==> config.mk <==
export PLATFORM = sky130hd
export DESIGN_NAME = dp_result_stage
export DESIGN_NICKNAME = d
export VERILOG_FILES = /design/src/rtl/dp_result_stage.sv
export SDC_FILE = /design/constraint.sdc
export NUM_CORES = 1
export LEC_CHECK = 0
export CAP_MARGIN = 20
export CORE_MARGIN = 5
export CORE_UTILIZATION = 40
export CTS_BUF_LIST = sky130_fd_sc_hd__clkbuf_4 sky130_fd_sc_hd__clkbuf_8
export DETAILED_ROUTE_END_ITERATION = 10
export PLACE_DENSITY_LB_ADDON = 0.05
export REMOVE_ABC_BUFFERS = 1
export SLEW_MARGIN = 10
export SYNTH_ARGS = -nofsm -noshare
export SYNTH_HDL_FRONTEND = slang
export SYNTH_SLANG_ARGS = --single-unit
==> constraint.sdc <==
create_clock -name clk -period 4.4 [get_ports clk]
set_input_delay 1.1 -clock clk [delete_from_list [all_inputs] [get_ports clk]]
set_output_delay 1.1 -clock clk [all_outputs]
set_load 0.01 [all_outputs]
==> src/rtl/dp_result_stage.sv <==
// dp_result_stage: captures datapath Y/co, derives {Z,N,C,V}, buffers results in a FIFO with credit-based issue
// Ports: clk, rst_n (sync, active-low); issue side in_valid/in_ready/in_opcode/in_a_msb/in_b_msb;
//        datapath side dp_y/dp_co (LAT cycles after issue); output side out_valid/out_ready/out_y/out_flags;
//        drop_err is sticky, set by an issue attempt without credit.
// Optional: define SAT_EN to saturate stored Y on signed overflow.
module dp_result_stage #(
    parameter int N     = 16,
    parameter int LAT   = 1,
    parameter int DEPTH = 4
) (
    input  logic         clk,
    input  logic         rst_n,
    input  logic         in_valid,
    output logic         in_ready,
    input  logic [2:0]   in_opcode,
    input  logic         in_a_msb,
    input  logic         in_b_msb,
    input  logic [N-1:0] dp_y,
    input  logic         dp_co,
    output logic         out_valid,
    input  logic         out_ready,
    output logic [N-1:0] out_y,
    output logic [3:0]   out_flags,
    output logic         drop_err
);
    localparam int AW = $clog2(DEPTH);
    localparam int CW = AW + 2;
    logic          acc, cap, cap_a, cap_b, sbe, v, push, pop;
    logic [2:0]    cap_op;
    logic [CW-1:0] inflight;
    logic [N-1:0]  y_st;
    logic [N+3:0]  mem_q [DEPTH];
    logic [AW-1:0] wr_q, rd_q;
    logic [AW:0]   count_q, count_d;
    logic          drop_err_q;
    assign acc = in_valid & in_ready;
    generate
        if (LAT == 0) begin : g_nodl
            assign cap      = acc;
            assign cap_op   = in_opcode;
            assign cap_a    = in_a_msb;
            assign cap_b    = in_b_msb;
            assign inflight = '0;
        end else begin : g_dl
            logic [LAT-1:0] acc_q, a_q, b_q;
            logic [2:0]     op_q [LAT];
            always_ff @(posedge clk) begin
                if (!rst_n) begin
                    acc_q <= '0;
                    a_q   <= '0;
                    b_q   <= '0;
                    for (int i = 0; i < LAT; i++) op_q[i] <= '0;
                end else begin
                    acc_q[0] <= acc;
                    a_q[0]   <= in_a_msb;
                    b_q[0]   <= in_b_msb;
                    op_q[0]  <= in_opcode;
                    for (int i = 1; i < LAT; i++) begin
                        acc_q[i] <= acc_q[i-1];
                        a_q[i]   <= a_q[i-1];
                        b_q[i]   <= b_q[i-1];
                        op_q[i]  <= op_q[i-1];
                    end
                end
            end
            assign cap    = acc_q[LAT-1];
            assign cap_op = op_q[LAT-1];
            assign cap_a  = a_q[LAT-1];
            assign cap_b  = b_q[LAT-1];
            // Results already issued but not yet captured still hold a FIFO credit.
            always_comb begin
                inflight = '0;
                for (int i = 0; i < LAT; i++) inflight = inflight + CW'(acc_q[i]);
            end
        end
    endgenerate
    // Immediate-operand opcodes carry the effective B sign in opcode[1].
    assign sbe = cap_op[2] ? cap_op[1] : (cap_b ^ cap_op[1]);
    assign v   = (cap_a == sbe) & (dp_y[N-1] != cap_a);
`ifdef SAT_EN
    assign y_st = v ? (cap_a ? {1'b1, {(N-1){1'b0}}} : {1'b0, {(N-1){1'b1}}}) : dp_y;
`else
    assign y_st = dp_y;
`endif
    assign push      = cap;
    assign pop       = out_valid & out_ready;
    assign count_d   = count_q + (AW+1)'(push) - (AW+1)'(pop);
    assign out_valid = count_q != '0;
    assign out_y     = out_valid ? mem_q[rd_q][N-1:0] : '0;
    assign out_flags = out_valid ? mem_q[rd_q][N+3:N] : '0;
    assign in_ready  = (CW'(count_q) + inflight) < CW'(DEPTH);
    assign drop_err  = drop_err_q;
    always_ff @(posedge clk) begin
        if (push) mem_q[wr_q] <= {y_st == '0, y_st[N-1], dp_co, v, y_st};
    end
    always_ff @(posedge clk) begin
        if (!rst_n) begin
            wr_q       <= '0;
            rd_q       <= '0;
            count_q    <= '0;
            drop_err_q <= 1'b0;
        end else begin
            assert (!push || count_q < (AW+1)'(DEPTH));
            wr_q       <= push ? wr_q + 1'b1 : wr_q;
            rd_q       <= pop ? rd_q + 1'b1 : rd_q;
            count_q    <= count_d;
            drop_err_q <= drop_err_q | (in_valid & ~in_ready);
        end
    end
endmodule

==> reports/qor.yml, run 1 <==
layout:
  finalCoreUtilization: 0.504
  post_route_standard_cell_area_excluding_fillers_um2: 4410
  n_antenna_cell: 0
  nets: 280
  layout-area-overhead-vs-synth_pct: 21.9
  fill_count: 736
  final_layout_size_suffix_gt1_frac: 0.160
timing:
  fin_setup_tns_ps: 0
  min_period_over_period: 0.812
  finalHoldViolCount: 0
  clock-skew-final_ps: 6.55
  number_of_endpoints_failing_setup_at_the_final_stage: 0
  fmax_mhz: 280
  grt_setup_unrepaired: "false"
  max_slew.worst_pin.slew_ps: 1040
  timing.slew.headroom: 0.306
  timing.final.max_slew_violations: 0
  final.min_clock_period_ps: 3570
critical_path:
  critical_path.startpoint_type: "flip-flop"
  r2r_start: "count_q[1]$_SDFF_PN0_"
  timing.critical_path.arrival_ps: 2470
  rrSetupSlack_ps: 2170
  critical_path.max_fanout: 11
  worstRegToRegCells: 9
  worst-setup-path-type: "flip-flop to primary output"
  required_worst_endpoint_ps: 3300
  critical_path.reg2reg.endpoint: "count_q[2]$_SDFF_PN0_"
  end_kind: "primary output"
yosys:
  netlist_area_um2: 3620
  synth_seq_cells: 91
  ys_async_sr_fraction: 0
  synth.area.top_cells: "edfxtp_1 63%, mux4_2 12%, dfxtp_1 8.3%"
  synth_warnings: 0
  netlist.top_cell.by_area: "edfxtp_1"
  synth.distinct_cells: 28
  synth-edff-count: 76
  synth_sequential_area_ratio: 0.713
  area_fraction_of_the_dominant_cell_type_after_synthesis: 0.630
  netlist_instances: 194
  synth_area_per_cell_um2: 18.7
  synth_top_flop_cell: "edfxtp_1"
global_route:
  grt_max_degree: 20
  vias_in_the_first_global_route: 1987
  grt-ovfl-total: 0
  grtUsageTotal: 0.122
  grt_antenna_before_repair: 0
  grt_pass1_wl_mm: 10.2
min_path:
  hold_start: "drop_err$_SDFF_PN0_"
  timing.hold.worst_path_depth: 2
  worst_hold_path_type: "flip-flop to flip-flop"
  min_to: "drop_err$_SDFF_PN0_"
detailed_routing:
  drtPass1Iterations: 4
  routed_wl_mm: 6.50
  post_drt_wl_per_cell_um: 18.2
  drt_first_iter_violations: 43
  via_count: 1798
  remaining_drc_errors: 0
  routed_via_density: 5.02
  antenna_violating_nets_post_route: 0
placement:
  hpwlAfterDp_mm: 4.29
  gp_routability_congestion: 0.690
  numPortBuffers: 47
  place_area_um2: 4200
power_and_ir_drop:
  max-vdd-ir-drop_uv: 269
  p_leak_nw: 1.48
  power_density_nw_per_um2: 532
cts:
  cts_hold_buf: 0
  clkTransAtPathRegs_ps: 80
  post_cts_resized: 0
  root_buffer_cell: "clkbuf_8"
  htree_levels: 3
  cts.repair_timing.setup_buffer_count: 0
  cts_buffer_depth: 2
  tritoncts.num_buffers: 9
  cts_tree: "built"
  clock-sinks: 91
  clk-insertion-delay-late_ps: 350
die:
  initial_cell_density_of_the_core: 0.413
  core_area_um2: 8760
  die_width_um: 105
  io-pin-count: 49
  fp-row-count: 34
  die-area_um2: 11100
  die_h_um: 105
outcome:
  status: "complete, no violations"
job:
  max_cap_viol_count: 0
-- worst max-delay path by stage --
stage	to	slack [ps]	cells past startpoint
3_3_place_gp	out_flags[3]	1150	4
2_1_floorplan	out_flags[2]	1240	2
5_1_grt	out_y[2]	660	4
6_report	out_y[4]	830	4
3_5_place_dp	out_y[4]	1130	4
4_1_cts	out_y[4]	740	4
-- routing by layer --
metal | routed length [um] | track usage | share of wire
met5 | 0 | 0 | 0
met1 | 2570 | 0.137 | 0.40
met2 | 3580 | 0.222 | 0.55
met3 | 227 | 0.0265 | 0.035
met4 | 129 | 0.0548 | 0.020
-- sequential cells by signal, indices dropped and copies added (netlist names), named ones only --
name and count:
rd_q 2, cap_b 1, g_dl.op_q 2, count_q 3, cap_a 1, wr_q 2
cap 1, mem_q 76, drop_err 1
-- kinds of logic (layout without fill, tap and decap cells) --
| family | count (synthesis) | count (layout) | synth area share |
|---|---|---|---|
| AOI/OAI and AO/OA | 5 | 5 | 0.0104 |
| muxes | 21 | 21 | 0.124 |
| buffers and inverters | 16 | 72 | 0.0249 |
| DFF | 91 | 91 | 0.713 |
| adders and majority gates | 8 | 8 | 0.0297 |
| xor gates and xnor gates | 5 | 5 | 0.0121 |
| and+or+nand+nor | 48 | 48 | 0.0860 |
-- metrics by stage --
step	total power (W)	hold WS (ps)	worst slack (ps)	cells
3_3_place_gp	0.00178	437	1150	343
5_1_grt	0.00246	494	665	358
4_1_cts	0.00238	464	743	358
2_1_floorplan	0.00144	470	1240	185
3_5_place_dp	0.00180	448	1130	343
6_report	0.00235	460	825	358
-- power breakdown --
part | internal [W] | switching (W)
combinational | 0.000417 | 0.000290
clock | 0.000322 | 0.000270
sequential | 0.000991 | 0.0000571
total | 0.00173 | 0.000617
-- cell usage after synthesis, types with 2 or more instances --
cell type,instances
inv_1,7
nand2b_1,2
clkbuf_1,4
dfxtp_1,15
xor2_1,2
mux4_2,19
xnor2_1,3
mux2i_1,2
nor2b_4,2
nor2b_1,21
ha_1,7
nor4_1,4
edfxtp_1,76
and2_1,14
buf_2,2
nand2_1,2
-- critical path: stages (launching register included) --
cell and delay [ps]:
dfxtp_1 760, buf_12 240, mux4_2 490, nor2b_1 150, clkdlybuf4s50_1 490
-- cell usage in the layout, fill, tap and decap left out, drive strengths merged, types with 2 or more instances in the layout --
| cell type | netlist | layout |
|---|---|---|
| edfxtp | 76 | 76 |
| clkdlybuf4s50 | 0 | 47 |
| nor2b | 23 | 23 |
| mux4 | 19 | 19 |
| dfxtp | 15 | 15 |
| and2 | 14 | 14 |
| clkbuf | 4 | 10 |
| inv | 7 | 7 |
| ha | 7 | 7 |
| nor4 | 4 | 4 |
| xnor2 | 3 | 3 |
| clkinv | 0 | 3 |
| buf | 5 | 3 |
| nand2b | 2 | 2 |
| mux2i | 2 | 2 |
| xor2 | 2 | 2 |
| nand2 | 2 | 2 |
| bufinv | 0 | 2 |
-- cell type report --
| class | count | area (um2) | share of cell area |
|---|---|---|---|
| sequential | 91 | 2580 | 0.585 |
| multi-input combinational | 87 | 953 | 0.216 |
| timing repair buffer | 50 | 505 | 0.115 |
| tap | 108 | 135 | 0.0306 |
| clock buffer | 10 | 131 | 0.0298 |
| clock inverter | 5 | 78.8 | 0.0179 |
| inverter | 7 | 26.3 | 0.00595 |
(Power assumes the default switching activity.)
==> run 2: changes to the inputs <==
==> constraint.sdc (replaced) <==
create_clock -name clk -period 2.9 [get_ports clk]
set_input_delay 0.725 -clock clk [delete_from_list [all_inputs] [get_ports clk]]
set_output_delay 0.725 -clock clk [all_outputs]
set_load 0.01 [all_outputs]
==> run 2 against run 1 <==
Sequential cell count unchanged; sequential power is 49% higher; final area rose by 2.0%; critical path depth stayed put; routed wire length up 1.2%; via count is 3.2% higher; clock power up 70%; worst setup slack worse by 730 ps; global-route usage rose by 0.58 points; combinational power increased by 60%; first-iteration DRC count down 2.3%; utilization increased by 1.0 points; largest power group unchanged.
==> reports/qor.yml, run 2 (synthesis results as in run 1) <==
layout:
  max_ffs_per_register: 76
  multiInputGateArea_um2: 953
  most-common-layout-cells: "76 x edfxtp_1, 47 x clkdlybuf4s50_1, 21 x nor2b_1, 19 x mux4_2, 15 x dfxtp_1"
  finalCoreUtilization: 0.514
  regMostFlops: "mem_q"
  layout.area.seq_um2: 2580
  layout_commonest_cell: "edfxtp_1"
  n_antenna_cell: 0
  fill_count: 736
  nets: 287
  final_layout_size_suffix_gt1_frac: 0.182
  largest_registers: "mem_q: 76 flops, count_q: 3 flops"
  layout-area-overhead-vs-synth_pct: 24.3
critical_path:
  critical_path.max_fanout: 6
  worstRegToRegCells: 9
  timing.critical_path.arrival_ps: 2080
  worst-setup-path-type: "flip-flop to primary output"
  required_worst_endpoint_ps: 2170
  critical_path.startpoint_type: "flip-flop"
  end_kind: "primary output"
global_route:
  grt-ovfl-total: 0
  grt_pass1_wl_mm: 10.8
  vias_in_the_first_global_route: 2081
  grtUsageTotal: 0.128
  grt_antenna_before_repair: 0
  grt_max_degree: 20
die:
  io-pin-count: 49
  die-area_um2: 11100
  fp-row-count: 34
  core_area_um2: 8760
  die_width_um: 105
  initial_cell_density_of_the_core: 0.413
  die_h_um: 105
timing:
  number_of_endpoints_failing_setup_at_the_final_stage: 0
  final.min_clock_period_ps: 2800
  clock-skew-final_ps: 6.15
  min_period_over_period: 0.966
  grt_setup_unrepaired: "true"
  timing.final.max_slew_violations: 0
  max_slew.worst_pin.slew_ps: 485
  timing.slew.headroom: 0.677
  finalHoldViolCount: 0
  fmax_mhz: 357
cts:
  cts_tree: "built"
  root_buffer_cell: "clkbuf_8"
  htree_levels: 3
  clock-sinks: 91
  cts_buffer_depth: 2
  cts.repair_timing.setup_buffer_count: 0
  clk-insertion-delay-late_ps: 340
  tritoncts.num_buffers: 9
  clkTransAtPathRegs_ps: 80
outcome:
  status: "complete, no violations"
placement:
  gp_routability_congestion: 0.700
  numPortBuffers: 47
  hpwlAfterDp_mm: 4.51
detailed_routing:
  routed_wl_mm: 6.58
  antenna_violating_nets_post_route: 0
  drt_first_iter_violations: 42
  via_count: 1856
  remaining_drc_errors: 0
  drtPass1Iterations: 5
  post_drt_wl_per_cell_um: 18.0
  routed_via_density: 5.07
power_and_ir_drop:
  power_density_nw_per_um2: 822
  p_leak_nw: 1.53
  max-vdd-ir-drop_uv: 360
  totalPowerFinal_w: 0.00370
min_path:
  timing.hold.worst_path_depth: 2
  worst_hold_path_type: "flip-flop to flip-flop"
job:
  max_cap_viol_count: 0
==> run 2: cell types whose count changed in the layout (fill, tap and decap cells not counted), sizes merged <==
| cell | delta |
|---|---|
| clkinv | -2 |
| buf | +7 |
| bufinv | +1 |
| clkbuf | +1 |
| clkinvlp | +1 |
==> run 2: path summary, 6_finish.rpt <==
kind | start | to | slack, ps
worst max-delay path | flip-flop | out_y[15] | 100
worst min-delay path | drop_err$_SDFF_PN0_ | drop_err$_SDFF_PN0_ | 460
worst max register to register | count_q[1]$_SDFF_PN0_ | count_q[2]$_SDFF_PN0_ | 770
worst min register to register | drop_err$_SDFF_PN0_ | drop_err$_SDFF_PN0_ | 460
==> run 2: final cells by class <==
cell class | count | area share
tap | 108 | 0.0300
inverter | 7 | 0.00584
multi-input combinational | 87 | 0.212
timing repair buffer | 57 | 0.124
clock inverter | 5 | 0.0225
sequential | 91 | 0.574
clock buffer | 11 | 0.0322
==> run 2: repair_timing <==
item,CTS,global route
gates resized for setup,1,2
hold endpoints to repair,0,0
pin swaps,0,0
hold buffers,0,0
endpoints found under the setup margin,12,6
==> run 2: critical path, cell delays in order, from the launching register on <==
cell and delay, ps:
dfxtp_1 390, buf_4 210, mux4_2 500, nor2b_1 160, clkdlybuf4s50_1 490
==> run 2: power by group <==
group	total (W)	leakage (nW)	switching, W	internal [W]
logic	0.00113	0.592	0.000472	0.000657
clock network	0.00101	0.121	0.000408	0.000603
registers	0.00156	0.816	0.0000568	0.00150
total	0.00370	1.53	0.000937	0.00276
==> run 2: per-layer routing <==
| layer | global-route usage | wire length (um) |
|---|---|---|
| met5 | 0 | 0 |
| met1 | 0.152 | 2710 |
| met2 | 0.224 | 3550 |
| met3 | 0.0253 | 225 |
| met4 | 0.0584 | 91 |
==> run 2: metrics by stage <==
stage          std cells  hold slack, ps  area [um2]  TNS (ps)  setup slack [ps]
2_1_floorplan        185             470        3560         0               118
4_1_cts              366             461        4490         0              34.1
3_5_place_dp         350             450        4240         0               223
3_3_place_gp         350             436        4240         0               257
6_report             366             463        4500         0              98.9
5_1_grt              366             511        4500     -11.8             -5.53
==> run 3: changes to the inputs <==
--- a/config.mk
+++ b/config.mk
@@ -10,8 +10,8 @@
 export CORE_UTILIZATION = 40
 export CTS_BUF_LIST = sky130_fd_sc_hd__clkbuf_4 sky130_fd_sc_hd__clkbuf_8
 export DETAILED_ROUTE_END_ITERATION = 10
-export PLACE_DENSITY_LB_ADDON = 0.05
 export REMOVE_ABC_BUFFERS = 1
+export SKIP_LAST_GASP = 1
 export SLEW_MARGIN = 10
 export SYNTH_ARGS = -nofsm -noshare
 export SYNTH_HDL_FRONTEND = slang
==> run 3 against run 2 <==
Final area is 1.1% lower; critical path type unchanged; die area stayed put; highest routed layer unchanged; utilization is 0.57 points lower.
==> reports/qor.yml, run 3 (synthesis results as in run 1) <==
die:
  die_h_um: 105
  die_width_um: 105
  die-area_um2: 11100
  fp-row-count: 34
  io-pin-count: 49
  core_area_um2: 8760
  initial_cell_density_of_the_core: 0.413
detailed_routing:
  via_count: 1795
  post_drt_wl_per_cell_um: 16.3
  routed_via_density: 4.93
  routed_wl_mm: 5.95
  drt_first_iter_violations: 69
  remaining_drc_errors: 0
  drtPass1Iterations: 4
  antenna_violating_nets_post_route: 0
layout:
  most-common-layout-cells: "76 x edfxtp_1, 46 x clkdlybuf4s50_1, 21 x nor2b_1, 19 x mux4_2, 15 x dfxtp_1"
  layout-area-overhead-vs-synth_pct: 22.9
  largest_registers: "mem_q: 76 flops, count_q: 3 flops"
  nets: 285
  regMostFlops: "mem_q"
  final_layout_size_suffix_gt1_frac: 0.176
  max_ffs_per_register: 76
  fill_count: 729
  post_route_standard_cell_area_excluding_fillers_um2: 4450
  layout_commonest_cell: "edfxtp_1"
  n_antenna_cell: 0
power_and_ir_drop:
  max-vdd-ir-drop_uv: 377
  p_leak_nw: 1.50
  internal_power_w: 0.00257
  power.share.switching: 0.262
  share_comb_of_total_power: 0.318
  power_density_nw_per_um2: 781
  clkPwrFrac: 0.232
  totalPowerFinal_w: 0.00348
  share_seq_of_total_power: 0.450
  power.net_switching_w: 0.000912
cts:
  root_buffer_cell: "clkbuf_8"
  cts_hold_buf: 0
  cts.repair_timing.setup_buffer_count: 0
  cts_buffer_depth: 2
  clk-insertion-delay-late_ps: 340
  clock-sinks: 91
  tritoncts.num_buffers: 9
  htree_levels: 3
  post_cts_resized: 1
  cts_tree: "built"
  clkTransAtPathRegs_ps: 80
placement:
  gp_routability_congestion: 0.689
  place_area_um2: 4240
  hpwlAfterDp_mm: 3.89
  dp_slack_ps: 240
  numPortBuffers: 47
timing:
  hold-worst-slack_ps: 451
  timing.slew.headroom: 0.741
  timing.final.max_slew_violations: 0
  worst_slack_ps: 96.6
  min_period_over_period: 0.967
  finalHoldViolCount: 0
  fmax_mhz: 357
  max_slew.worst_pin.slew_ps: 385
  final.min_clock_period_ps: 2800
  grt_setup_unrepaired: "true"
  number_of_endpoints_failing_setup_at_the_final_stage: 0
  clock-skew-final_ps: 8.06
critical_path:
  critical_path_buffers_and_inverters: 2
  timing.critical_path.slowest_stage_cell: "mux4_2"
  path_delay_family: "buffers and inverters"
  largest_stage_delay_worst_path_ps: 500
  critical_path.startpoint_type: "flip-flop"
  timing.critical_path.arrival_ps: 2080
  required_worst_endpoint_ps: 2170
  critical_path_cell_by_cell: "buf_12, mux4_2, nor2b_1, clkdlybuf4s50_1"
  worst-setup-path-type: "flip-flop to primary output"
  critical_path.max_fanout: 13
  end_kind: "primary output"
global_route:
  grt_pass1_wl_mm: 9.80
  vias_in_the_first_global_route: 1895
  grt_antenna_before_repair: 0
  grt-ovfl-total: 0
  grt_max_degree: 21
  grtUsageTotal: 0.116
job:
  max_cap_viol_count: 0
outcome:
  status: "complete, no violations"
min_path:
  worst_hold_path_type: "flip-flop to flip-flop"
[run 3: cell count changes in the layout (fill, tap and decap cells not counted), sizes merged]
cell	delta
bufinv	-2
dlymetal6s2s	+1
buf	-2
clkinv	+1
clkdlybuf4s50	-1
clkinvlp	+1
[run 3: cell type report]
type                            count  area [um2]  area share
Multi-Input combinational cell     87         953       0.214
Clock inverter                      5        53.8      0.0121
Sequential cell                    91        2580       0.580
Tap cell                          108         135      0.0304
Timing Repair Buffer               55         562       0.126
Inverter                            7        26.3     0.00590
Clock buffer                       11         139      0.0312
[run 3: path summary, 6_finish.rpt]
check	from	slack [ps]	depth (start not counted)	to
setup / recovery	flip-flop	100	4	out_y[4]
hold / removal	drop_err$_SDFF_PN0_	450	2	drop_err$_SDFF_PN0_
setup reg to reg	count_q[1]$_SDFF_PN0_	770	9	count_q[2]$_SDFF_PN0_
hold reg to reg	drop_err$_SDFF_PN0_	450	2	drop_err$_SDFF_PN0_
[run 3: per-layer routing]
| metal | track usage | wire length, um | up-vias |
|---|---|---|---|
| met3 | 0.0456 | 412 | 4 |
| li1 | - | - | 850 |
| met2 | 0.196 | 3040 | 63 |
| met5 | 0 | 0 | - |
| met1 | 0.139 | 2450 | 878 |
| met4 | 0.0301 | 44 | 0 |
[run 3: metrics by stage]
step	setup TNS (ps)	utilization	std cells
5_1_grt	-22.3	0.508	364
3_3_place_gp	0	0.484	348
3_5_place_dp	0	0.484	348
2_1_floorplan	0	-	185
6_report	0	0.508	364
4_1_cts	0	0.506	364
[run 3: worst min-delay path, cell delays in order (launching register included)]
cell and delay [ps]:
dfxtp_1 320, nand2_1 50, o21ai_1 50
[run 3: power by group through the flow]
stage,sequential (W),clock (W),combinational [W]
5_1_grt,0.00158,0.000894,0.00120
4_1_cts,0.00157,0.000834,0.00112
3_5_place_dp,0.00159,0,0.00111
3_3_place_gp,0.00159,0,0.00110
2_1_floorplan,0.00163,0,0.000546
6_report,0.00157,0.000806,0.00111
